File: config.mk
export PLATFORM = sky130hd
export DESIGN_NAME = uart_tx_sched
export DESIGN_NICKNAME = d
export VERILOG_FILES = /design/src/rtl/uart_tx_sched_pkg.sv /design/src/rtl/uart_tx_fifo.sv /design/src/rtl/uart_tx_sched.sv
export SDC_FILE = /design/constraint.sdc
export NUM_CORES = 1
export LEC_CHECK = 0
export CAP_MARGIN = 25
export CORE_MARGIN = 2
export CORE_UTILIZATION = 35
export DETAILED_ROUTE_END_ITERATION = 10
export DONT_BUFFER_PORTS = 1
export PLACE_DENSITY = 0.51
export SKIP_CTS_REPAIR_TIMING = 1
export SYNTH_ARGS = -nofsm -noshare
export SYNTH_HDL_FRONTEND = slang
export SYNTH_SLANG_ARGS = --single-unit
File: constraint.sdc
create_clock -name clk -period 4.2 [get_ports clk]
set_clock_uncertainty 0.15 [all_clocks]
set_input_delay 1.05 -clock clk [delete_from_list [all_inputs] [get_ports clk]]
set_output_delay 1.05 -clock clk [all_outputs]
set_load 0.02 [all_outputs]
File: src/rtl/uart_tx_sched_pkg.sv
// uart_tx_sched_pkg
// Shared definitions for the UART transmit scheduler:
//   - register offsets of the UART window (CTRL, STAT, TXD)
//   - FSM state encoding and round-robin grant encoding
//   - status word layout
//   - the built-in ID message ROM and a byte lookup helper
package uart_tx_sched_pkg;

    localparam logic [31:0] CTRL_OFF = 32'h0000_0000;
    localparam logic [31:0] STAT_OFF = 32'h0000_0004;
    localparam logic [31:0] TXD_OFF  = 32'h0000_0008;

    localparam logic [1:0] ST_IDLE     = 2'd0;
    localparam logic [1:0] ST_SEND_CPU = 2'd1;
    localparam logic [1:0] ST_SEND_MSG = 2'd2;

    localparam logic GRANT_CPU = 1'b0;
    localparam logic GRANT_MSG = 1'b1;

    // Status register bits, MSB first: {ovf, q_empty, q_full, msg_busy, tx_active}
    typedef struct packed {
        logic ovf;
        logic q_empty;
        logic q_full;
        logic msg_busy;
        logic tx_active;
    } stat_t;

    // ID message "2023211013"; byte 0 sits in the most significant position
    localparam int ID_LEN = 10;
    localparam logic [8*ID_LEN-1:0] ID_ROM = 80'h32_30_32_33_32_31_31_30_31_33;

    // Returns byte i of the ID message, 0 for indices past its end
    function automatic logic [7:0] id_rom_byte(input logic [31:0] i);
        logic [7:0] b;
        b = 8'h00;
        for (int k = 0; k < ID_LEN; k++) begin
            if (i == 32'(k)) begin
                b = ID_ROM[8*(ID_LEN-1-k) +: 8];
            end
        end
        return b;
    endfunction

endpackage

File: src/rtl/uart_tx_fifo.sv
// uart_tx_fifo
// Synchronous FIFO holding CPU bytes waiting for the UART transmitter.
// A push into a full FIFO is ignored even if a pop happens in the same cycle;
// a pop from an empty FIFO is ignored.
// Ports:
//   clk, rst        clock and asynchronous active-low reset
//   push, wdata     write strobe and data
//   pop             remove the head entry
//   rdata           current head entry (valid when !empty)
//   full, empty     occupancy flags
module uart_tx_fifo
    import uart_tx_sched_pkg::*;
#(
    parameter int DEPTH = 4,
    parameter int WIDTH = 8
) (
    input  logic             clk,
    input  logic             rst,
    input  logic             push,
    input  logic             pop,
    input  logic [WIDTH-1:0] wdata,
    output logic [WIDTH-1:0] rdata,
    output logic             full,
    output logic             empty
);

    localparam int PTR_W = (DEPTH > 1) ? $clog2(DEPTH) : 1;

    logic [WIDTH-1:0] mem [DEPTH];
    logic [PTR_W-1:0] wr_ptr;
    logic [PTR_W-1:0] rd_ptr;
    logic [PTR_W:0]   count;
    logic             push_ok;
    logic             pop_ok;

    assign full    = (count == (PTR_W+1)'(DEPTH));
    assign empty   = (count == '0);
    assign push_ok = push && !full;
    assign pop_ok  = pop && !empty;
    assign rdata   = mem[rd_ptr];

    always_ff @(posedge clk) begin
        if (push_ok) begin
            mem[wr_ptr] <= wdata;
        end
    end

    // Pointers wrap naturally because DEPTH is a power of two
    always_ff @(posedge clk or negedge rst) begin
        if (!rst) begin
            wr_ptr <= '0;
            rd_ptr <= '0;
            count  <= '0;
        end else begin
            if (push_ok) begin
                wr_ptr <= wr_ptr + 1'b1;
            end
            if (pop_ok) begin
                rd_ptr <= rd_ptr + 1'b1;
            end
            case ({push_ok, pop_ok})
                2'b10:   count <= count + 1'b1;
                2'b01:   count <= count - 1'b1;
                default: count <= count;
            endcase
        end
    end

endmodule

File: src/rtl/uart_tx_sched.sv
// uart_tx_sched
// Arbitrates the UART transmitter between CPU bytes written through a small
// register window and a built-in ID message. Grants alternate round robin when
// both are waiting; a CPU grant sends one byte, a message grant sends the
// whole message without interruption.
// Ports:
//   clk, rst                         clock, asynchronous active-low reset
//   cpu_req_i/we_i/addr_i/wdata_i    CPU bus access (CTRL +0, STAT +4, TXD +8)
//   cpu_rdata_o                      combinational read data
//   msg_start_i                      request to send the ID message
//   msg_busy_o, msg_done_o           message pending / completion pulse
//   tx_data_o, tx_valid_o, tx_ready_i  byte handshake to the transmitter
module uart_tx_sched
    import uart_tx_sched_pkg::*;
#(
    parameter int          MSG_LEN    = 10,
    parameter int          FIFO_DEPTH = 4,
    parameter logic [31:0] UART_BASE  = 32'h3000_0000
) (
    input  logic        clk,
    input  logic        rst,
    input  logic        cpu_req_i,
    input  logic        cpu_we_i,
    input  logic [31:0] cpu_addr_i,
    input  logic [31:0] cpu_wdata_i,
    output logic [31:0] cpu_rdata_o,
    input  logic        msg_start_i,
    output logic        msg_busy_o,
    output logic        msg_done_o,
    output logic [7:0]  tx_data_o,
    output logic        tx_valid_o,
    input  logic        tx_ready_i
);

    localparam int IDX_W = (MSG_LEN > 1) ? $clog2(MSG_LEN) : 1;

    logic [1:0]       state;
    logic [IDX_W-1:0] idx;
    logic             last_grant;
    logic             msg_pend;
    logic             msg_done;
    logic             ovf;

    logic             wr_txd;
    logic             wr_clr;
    logic             q_push;
    logic             q_pop;
    logic             q_full;
    logic             q_empty;
    logic [7:0]       q_head;
    logic             tx_active;
    logic             last_byte;
    stat_t            stat;
    logic             unused_wdata;

    assign unused_wdata = ^cpu_wdata_i[31:8];

    assign wr_txd    = cpu_req_i && cpu_we_i && (cpu_addr_i == UART_BASE + TXD_OFF);
    assign wr_clr    = cpu_req_i && cpu_we_i && (cpu_addr_i == UART_BASE + CTRL_OFF)
                       && cpu_wdata_i[0];
    assign q_push    = wr_txd && !q_full;
    assign q_pop     = (state == ST_SEND_CPU) && tx_ready_i;
    assign tx_active = (state != ST_IDLE);
    assign last_byte = (idx == IDX_W'(MSG_LEN - 1));

    assign tx_valid_o = tx_active;
    assign msg_busy_o = msg_pend;
    assign msg_done_o = msg_done;

    uart_tx_fifo #(
        .DEPTH (FIFO_DEPTH),
        .WIDTH (8)
    ) u_fifo (
        .clk   (clk),
        .rst   (rst),
        .push  (q_push),
        .pop   (q_pop),
        .wdata (cpu_wdata_i[7:0]),
        .rdata (q_head),
        .full  (q_full),
        .empty (q_empty)
    );

    // Data is a pure function of registered state, so it cannot change while
    // the transmitter stalls: the FIFO head only moves on a pop, idx only on a transfer
    always_comb begin
        tx_data_o = 8'h00;
        if (state == ST_SEND_CPU) begin
            tx_data_o = q_head;
        end else if (state == ST_SEND_MSG) begin
            tx_data_o = id_rom_byte(32'(idx));
        end
    end

    always_comb begin
        stat.ovf       = ovf;
        stat.q_empty   = q_empty;
        stat.q_full    = q_full;
        stat.msg_busy  = msg_pend;
        stat.tx_active = tx_active;
        cpu_rdata_o    = 32'h0;
        if (cpu_addr_i == UART_BASE + STAT_OFF) begin
            cpu_rdata_o = {27'b0, stat};
        end
    end

    // An overflow in the same cycle as a clear leaves the flag set
    always_ff @(posedge clk or negedge rst) begin
        if (!rst) begin
            ovf <= 1'b0;
        end else if (wr_txd && q_full) begin
            ovf <= 1'b1;
        end else if (wr_clr) begin
            ovf <= 1'b0;
        end
    end

    always_ff @(posedge clk or negedge rst) begin
        if (!rst) begin
            state      <= ST_IDLE;
            idx        <= '0;
            last_grant <= GRANT_MSG;
            msg_pend   <= 1'b0;
            msg_done   <= 1'b0;
        end else begin
            msg_done <= 1'b0;
            if (msg_start_i && !msg_pend) begin
                msg_pend <= 1'b1;
            end
            case (state)
                ST_IDLE: begin
                    // Tie goes to whoever was not granted last
                    if (!q_empty && (!msg_pend || last_grant == GRANT_MSG)) begin
                        state      <= ST_SEND_CPU;
                        last_grant <= GRANT_CPU;
                    end else if (msg_pend) begin
                        state      <= ST_SEND_MSG;
                        last_grant <= GRANT_MSG;
                    end
                end
                ST_SEND_CPU: begin
                    if (tx_ready_i) begin
                        state <= ST_IDLE;
                    end
                end
                ST_SEND_MSG: begin
                    if (tx_ready_i) begin
                        if (last_byte) begin
                            idx      <= '0;
                            msg_pend <= 1'b0;
                            msg_done <= 1'b1;
                            state    <= ST_IDLE;
                        end else begin
                            idx <= idx + 1'b1;
                        end
                    end
                end
                default: state <= ST_IDLE;
            endcase
        end
    end

endmodule

# Word level (Yosys, flattened, before mapping)
# Memories as Yosys holds them, arrays and structs flattened.
# Cells that the tools add are included.
[op_classes] addsub=5 n_eq_ne=21 mux=34 n_reduce_logical=25
[op_table] op="32-bit by 30-bit == test with 1-bit output, second input constant" count=3
[op_table] op="8-bit two-way mux" count=11
[op_table] op="4-bit by 3-bit == test with 1-bit output, second input constant" count=4
[op_table] op="1-bit two-way mux" count=13
[op_table] op="1-bit logical AND" count=11
[op_table] op="2-bit two-way mux" count=5
[op_table] op="4-bit by 2-bit == test with 1-bit output, second input constant" count=2
[op_table] op="4-bit == test, second input constant" count=2
[op_table] op="2-bit nonzero test" count=4
[op_table] op="6-bit two-way mux" count=1
[op_table] op="2-bit != test, second input constant" count=3
[op_table] op="2-bit one-hot mux with 3 select lines" count=1
[op_table] op="3-bit one-hot mux with 2 select lines" count=1
[op_table] op="5-bit two-way mux" count=1
[op_table] op="2-bit by 1-bit adder with 2-bit output, second input constant" count=2
[op_table] op="4-bit by 1-bit adder with 4-bit output, second input constant" count=1
[op_table] op="2-bit by 1-bit == test with 1-bit output, second input constant" count=2
[op_table] op="2-bit == test, second input constant" count=2
[op_table] op="4-bit by 1-bit == test with 1-bit output, second input constant" count=1
[op_table] op="4-bit zero test" count=1
[op_table] op="4-bit two-way mux" count=1
[op_table] op="2-bit AND reduction" count=2
[op_table] op="4-bit AND reduction" count=1
[op_table] op="3-bit by 1-bit adder with 3-bit output, second input constant" count=1
[op_table] op="other kinds (7)" count=9
[totals] reg_bits=17 ramBits=32 inputBits=70 output_inout_bits=43 memories=1
[memory_table] name="u_fifo.mem" depth=4 width=8 read_ports=1 rd_ports_with_merged_regs=0 wr=1 line_no="uart_tx_fifo.sv:29" source="logic [WIDTH-1:0] mem [DEPTH];"

# Logic depth before layout (Yosys ltp)
# Gate-level depths: netlist (run 1).
[logic_depth] word_depth=13 depth_mapped=10 depth_no_buf=10

# Hierarchy
# A second synthesis (run 1) with hierarchy kept.
[unflattened] hier_cells=200 hier_area_um2=2542.4
[modules_own_cells] mod="uart_tx_fifo" n_inst=1 cells_each=80 area_per_inst_um2=1584.0
[modules_own_cells] mod="uart_tx_sched" n_inst=1 cells_each=120 area_per_inst_um2=958.4

# Worst setup path after synthesis (run 1)
# OpenSTA, ideal clock, no wires.
[synth_timing] kind="input to output" from="input port cpu_addr_i[18]" to="output port cpu_rdata_o[3]" arrival_time_ns=2.355 required_time_ns=3.000 slack_ns=0.645 path_stages=4 n_path_buf=0 cell_sequence="nor4_2 nand4_1 nor4b_1 nor2b_1"
[synth_between] elab_chain_cells=2
[synth_rtl] item="start: declaration" line_no="uart_tx_sched.sv:24" source="input logic [31:0] cpu_addr_i,"
[synth_rtl] item="32-bit by 30-bit == test with 1-bit output" line_no="uart_tx_sched.sv:102" source="if (cpu_addr_i == UART_BASE + STAT_OFF) begin"
[synth_rtl] item="5-bit two-way mux" line_no="uart_tx_sched.sv:102"
[synth_rtl] item="end: declaration" line_no="uart_tx_sched.sv:26" source="output logic [31:0] cpu_rdata_o,"
# No other way between the ends.

# Worst setup path after layout (run 1)
# Same ends and word-level chain as after synthesis.

==> metrics.md, run 1 <==
| Metric | Value |
|---|---|
| Iteration-0 DRC count of the detailed router | 31 |
| RSZ-0062 raised after global routing | no |
| Largest net degree at the start of global routing | 18 |
| N_diodes | 0 |
| Crit Path Class | input pin to primary output |
| Mean area per synthesized cell | 12.9 um2 |
| Buf/Inv on CP | 2 |
| Final hold vios | 0 |
| Max-cap violations | 0 |
| Antenna-violating nets left | 0 |
| Worst path cell trace | nor4_2, nand4_1, nor4b_1, buf_4, nor2b_1, buf_4 |
| Initial Utilization | 36.7% |
| FF+latch count, synth | 49 |
| Final Core Density | 38.4% |
| Register area | 1390 um2 |
| Synth Flop Type | edfxtp_1 |
| Gpl congestion | 0.736 |
| Post-layout net count | 274 |
| GRT Residual Overflow | 0 |
| Ys async rst share | a little over a third |
| CTS tree | built |
| CTS root buffer | clkbuf_8 |
| Count of flip-flops with a built-in enable after synthesis | 32 |
| Die area | slightly below 8000 um2 |
| Reg2reg start | state[0]$_DFFE_PN0P_ |
| Worst R2R End | u_fifo.count[2]$_DFFE_PN0P_ |
| Area of the multi-input gates | 971 um2 |
| Largest stage delay, worst path | 330 ps |
| # port buffers | 0 |
| CP Depth | 6 |
| DRC viols | 0 |
| DR vias/cell | ~4.7 |
| Die H | 88.9 um |
| R2r worst-path depth | 8 |
| Pwr per Cell Area | about 550 nW/um2 |
| CP max FO | 5 |
| Top delay family on crit path | simple AND/OR/NAND/NOR gates |
| Critical Path Start | cpu_addr_i[18] |
| Clock transition at path regs | 90 ps |
| R2R Setup Slk | 1540 ps |
| # IOs | approximately 110 |
| Clock Sinks | 49 |
| CP Capture Type | primary output |
| Netlist Area Pre-Place | 2520 um2 |
| Filler instances | between 600 and 700 |
| Worst hold margin | approximately 280 ps |
| Pleak | 0.988 nW |
| Wire per inst | 14.1 um |
| Synth warnings | 0 |
| First-pass GRT wire length | 6420 um |
| Most frequent cell after synthesis | edfxtp_1 |
| Area contributors post-synth | edfxtp_1 38%, dfrtp_1 16%, buf_4 8.0% |
| Rel. slew slack | around 52% |
| Final setup fails | 0 |
| TritonCTS Buffers | 5 |
| Site Rows | 30 |
| Hold Path Class | input pin to async pin |
| Overall Power | about 1.5 mW |
| Crit path DAT | 2320 ps |
| Leading area contributor after synthesis | edfxtp_1 |
| Most frequent CP cell | buf_4 |
| Mapped Cells | 196 |
| Detailed placement HPWL | 2970 um |
| Max Slew Vio Count | 0 |
| Max IR drop VDD | 0.000167 V |
| Post-synth top cells | 32 x edfxtp_1, 27 x buf_4, 16 x dfrtp_1 |
| Setup TNS | 0 ps |
| DR vias | 1376 |
| Core box area | slightly below 7000 um2 |
| Initial antenna violation count | 0 |
| Die width | 88.9 um |
| Top-area cell type share of the netlist area | 38.1% |
| Crit path required time | 3000 ps |
| CP startpoint kind | input pin |
| CTS Buffer Depth | 2 |
| Crit path time final | 3520 ps |
| Outcome | finished clean |
| Final wirelength | 4170 um |
| H-tree levels | 2 |
| Slew @ Worst Pin | 713 ps |
| Period utilisation layout | 83.8% |
| Cell variety after synth | 39 |
| Worst setup path end | cpu_rdata_o[3] |
| Seq/Total Area, Yosys | between 50 and 60% |
| Crit-path slowest cell | nor4b_1 |
| Area grow syn2layout | 4.66% |
| Vias in the first global route | 1285 |
| Worst skew pair latency | 300 ps |
| Share of post-route cells with drive strength above 1 | 15.1% |
| Drt first pass iters | 4 |
| Fmax | 0.284 GHz |
| Gr usage total | between 10% and 20% |
## worst register-to-register path: stages, from the launching register on
cell     delay [ps]
dfrtp_1         450
nor2b_1         620
and3_1          320
ha_1            200
inv_1            60
fa_1            370
xor2_1          150
nor2_1          120
xor2_1          140
## worst min path at each step
stage                                               to  slack, ps  depth (start not counted)
final                             state[1]$_DFFE_PN0P_        280                          0
after floorplan            u_fifo.count[2]$_DFFE_PN0P_        300                          1
after CTS                         msg_done_o$_DFF_PN0_        270                          0
after global placement     u_fifo.count[2]$_DFFE_PN0P_        320                          1
after global routing      u_fifo.wr_ptr[0]$_DFFE_PN0P_        260                          0
after detailed placement   u_fifo.count[2]$_DFFE_PN0P_        320                          1
## flip-flops by register name, indices dropped and copies added, names as in the netlist
signal / cells
ovf: 1
u_fifo.count: 3
last_grant: 1
idx: 4
u_fifo.rd_ptr: 2
u_fifo.wr_ptr: 2
u_fifo.mem: 32
msg_busy_o: 1
msg_done_o: 1
state: 2
## cell families after synthesis
| family | Yosys count | share of synthesized area, % |
|---|---|---|
| AO/OA/AOI/OAI | 17 | 4.07 |
| flip-flops | 49 | 55.0 |
| AND/OR/NAND/NOR | 60 | 15.0 |
| adder cells (fa/ha/maj) | 6 | 3.28 |
| buffers and inverters | 42 | 10.3 |
| multiplexers | 12 | 9.03 |
| XOR/XNOR | 9 | 3.13 |
| other | 1 | 0.149 |
## cells in the final DEF, fill, tap and decap left out, drive strengths merged, types with 2 or more instances in the layout
cell type	synthesis	final
nor3b	3	3
o21ai	6	6
dfrtp	16	16
nand4	4	4
ha	5	5
nor2b	6	6
clkbuf	5	6
mux4	8	8
edfxtp	32	32
buf	28	2
conb	1	27
xnor2	6	6
a211oi	2	2
mux2	3	3
or3	2	2
inv	9	10
a21oi	5	5
and2	12	12
nand2	11	11
nor2	9	9
xor2	3	3
nor4	8	8
## layout make-up
cell class	count	area share, %
Inverter	9	1.28
Clock inverter	2	1.47
Tap cell	96	4.55
Timing Repair Buffer	2	0.569
Sequential cell	49	52.6
Clock buffer	6	2.75
Multi-Input combinational cell	131	36.8
## where the power goes
| part | switching [mW] | leakage (nW) | internal (mW) |
|---|---|---|---|
| registers | 0.132 | 0.487 | 0.578 |
| logic | 0.221 | 0.445 | 0.193 |
| clock network | 0.158 | 0.0558 | 0.180 |
## stage by stage
step                      instances  worst slack (ps)  area [um2]
after floorplan                 222               645        2620
after global placement          287               631        2530
after detailed placement        287               661        2530
after CTS                       295               655        2640
after global routing            295               548        2640
final                           295               681        2640
## metal layers
| metal | track usage [%] | vias to the layer above | share of wire (%) |
|---|---|---|---|
| li1 | - | 649 | - |
| met1 | 13.9 | 653 | 41 |
| met2 | 18.1 | 69 | 49 |
| met3 | 3.54 | 5 | 7.8 |
| met4 | 5.37 | 0 | 2.0 |
| met5 | 0 | - | 0 |
Note: power is estimated with default switching activity, not from simulation.
==> run 2: changes to the inputs <==
--- a/config.mk
+++ b/config.mk
@@ -10,7 +10,7 @@
 export CORE_UTILIZATION = 35
 export DETAILED_ROUTE_END_ITERATION = 10
 export DONT_BUFFER_PORTS = 1
-export PLACE_DENSITY = 0.51
+export PLACE_DENSITY = 0.53
 export SKIP_CTS_REPAIR_TIMING = 1
 export SYNTH_ARGS = -nofsm -noshare
 export SYNTH_HDL_FRONTEND = slang
==> constraint.sdc (replaced) <==
create_clock -name clk -period 2.87 [get_ports clk]
set_clock_uncertainty 0.15 [all_clocks]
set_input_delay 0.7175 -clock clk [delete_from_list [all_inputs] [get_ports clk]]
set_output_delay 0.7175 -clock clk [all_outputs]
set_load 0.02 [all_outputs]
==> run 2 against run 1 <==
Net effect:
- register-to-register slack got worse by 960 ps
- combinational power up 64%
- global-route usage barely moved
- core utilization rose by 0.73 points
- worst setup slack got worse by 560 ps
- sequential share of layout area down 0.98 points
- die area is the same
- routed wire length increased by 3.5%
- critical path type unchanged
- largest power group unchanged
==> metrics.md, run 2 (synthesis results as in run 1) <==
| Metric | Value |
|---|---|
| First-pass GRT wire length | roughly 6600 um |
| CTS Buffer Depth | 2 |
| Drt first pass iters | 4 |
| CTS root buffer | clkbuf_8 |
| Share of post-route cells with drive strength above 1 | 17.6% |
| CP startpoint kind | input pin |
| Most flops, register | u_fifo.mem |
| H-tree levels | 2 |
| Post-place setup slack | slightly above 100 ps |
| TritonCTS Buffers | 5 |
| Crit path required time | about 2000 ps |
| R2R Setup Slk | 580 ps |
| Top delay family on crit path | simple AND/OR/NAND/NOR gates |
| Crit path DAT | 1880 ps |
| Pleak | 1.01 nW |
| Crit Path Class | input pin to primary output |
| Initial antenna violation count | 0 |
| Outcome | finished clean |
| Most frequent cells in the layout | 32 x edfxtp_1, 27 x conb_1, 16 x dfrtp_1, 11 x nand2_1 |
| Rel. slew slack | 48.0% |
| CTS tree | built |
| Placed inst area | 2560 um2 |
| Clock transition at path regs | 90 ps |
| Setup WS post-layout | 126 ps |
| Iteration-0 DRC count of the detailed router | 49 |
| Post-layout net count | 279 |
| Max reg flops | 32 |
| Setup TNS | 0 ps |
| R2r worst-path depth | 9 |
| Final wirelength | 4310 um |
| Worst R2R End | u_fifo.count[2]$_DFFE_PN0P_ |
| Die width | 88.9 um |
| # port buffers | 0 |
| Max Slew Vio Count | 0 |
| Final setup fails | 0 |
| DR vias | roughly 1400 |
| Clock Sinks | 49 |
| Slew @ Worst Pin | 778 ps |
| Buf/Inv on CP | 1 |
| # IOs | 113 |
| Reg2reg start | u_fifo.count[0]$_DFFE_PN0P_ |
| CP Capture Type | primary output |
| Site Rows | 30 |
| Die H | between 80 and 90 um |
| Antenna-violating nets left | 0 |
| Detailed placement HPWL | 3080 um |
| Final instance area | 2690 um2 |
| Crit path time final | around 2700 ps |
| Gr usage total | 11.3% |
| Largest net degree at the start of global routing | 18 |
| Worst skew pair latency | around 300 ps |
| Crit-path slowest cell | nor4b_1 |
| CP max FO | 5 |
| DRC viols | 0 |
| Final hold vios | 0 |
| Worst hold margin | slightly below 100 ps |
| Filler instances | 667 |
| Fmax | 0.364 GHz |
| GRT Residual Overflow | 0 |
| Initial Utilization | 36.7% |
| Hold Path Class | input pin to async pin |
| Period utilisation layout | 95.6% |
| N_diodes | 0 |
| Core box area | around 6900 um2 |
| RSZ-0062 raised after global routing | no |
| Vias in the first global route | 1422 |
| Worst path cell trace | nor4_2, nand4_1, nor4b_1, buf_4, nor2b_2 |
| Final Core Density | 39.1% |
| Max-cap violations | 0 |
| Largest stage delay, worst path | 300 ps |
| Die area | 7900 um2 |
| Area grow syn2layout | 6.65% |
| Pwr per Cell Area | 816 nW/um2 |
| Gpl congestion | 0.698 |
| DR vias/cell | 4.74 |
| Wire per inst | between 10 and 15 um |
| Max IR drop VDD | 0.000260 V |
| Largest regs | u_fifo.mem x32, idx x4, u_fifo.count x3 |
| Commonest non-fill, non-tap cell in the layout | edfxtp_1 |
## run 2: final cells by class
cell class | instances | area, um2 | share of cell area (%)
Inverter | 9 | 33.8 | 1.26
Multi-Input combinational cell | 131 | 973 | 36.2
Clock inverter | 3 | 50.0 | 1.86
Tap cell | 96 | 120 | 4.47
Clock buffer | 5 | 68.8 | 2.56
Sequential cell | 49 | 1390 | 51.6
Timing Repair Buffer | 7 | 55.1 | 2.05
## run 2: worst max-delay path by stage
stage / slack, ps / to / startpoint / depth (start not counted)
after CTS: 100 / cpu_rdata_o[3] / cpu_addr_i[1] / 5
final: 130 / cpu_rdata_o[3] / cpu_addr_i[18] / 5
after global placement: 90 / cpu_rdata_o[3] / cpu_addr_i[18] / 5
after floorplan: 50 / cpu_rdata_o[3] / cpu_addr_i[18] / 4
after global routing: 10 / cpu_rdata_o[3] / cpu_addr_i[25] / 5
after detailed placement: 100 / cpu_rdata_o[3] / cpu_addr_i[1] / 5
## run 2: power by group
part           internal, mW  total [mW]  switching [mW]
clock network         0.267       0.513           0.246
logic                 0.301       0.678           0.377
registers             0.846        1.00           0.158
## run 2: metal layers
| layer | global-route usage (%) | vias up | wire length, um |
|---|---|---|---|
| li1 | - | 660 | - |
| met1 | 12.7 | 684 | 1830 |
| met2 | 20.4 | 76 | 2080 |
| met3 | 2.99 | 3 | 365 |
| met4 | 4.13 | 0 | 38 |
| met5 | 0 | - | 0 |
## run 2: metrics by stage
step                      instances  total power [mW]
after floorplan                 222              1.60
after global placement          291              1.69
after detailed placement        291              1.70
after CTS                       299              2.22
after global routing            300              2.33
final                           300              2.19
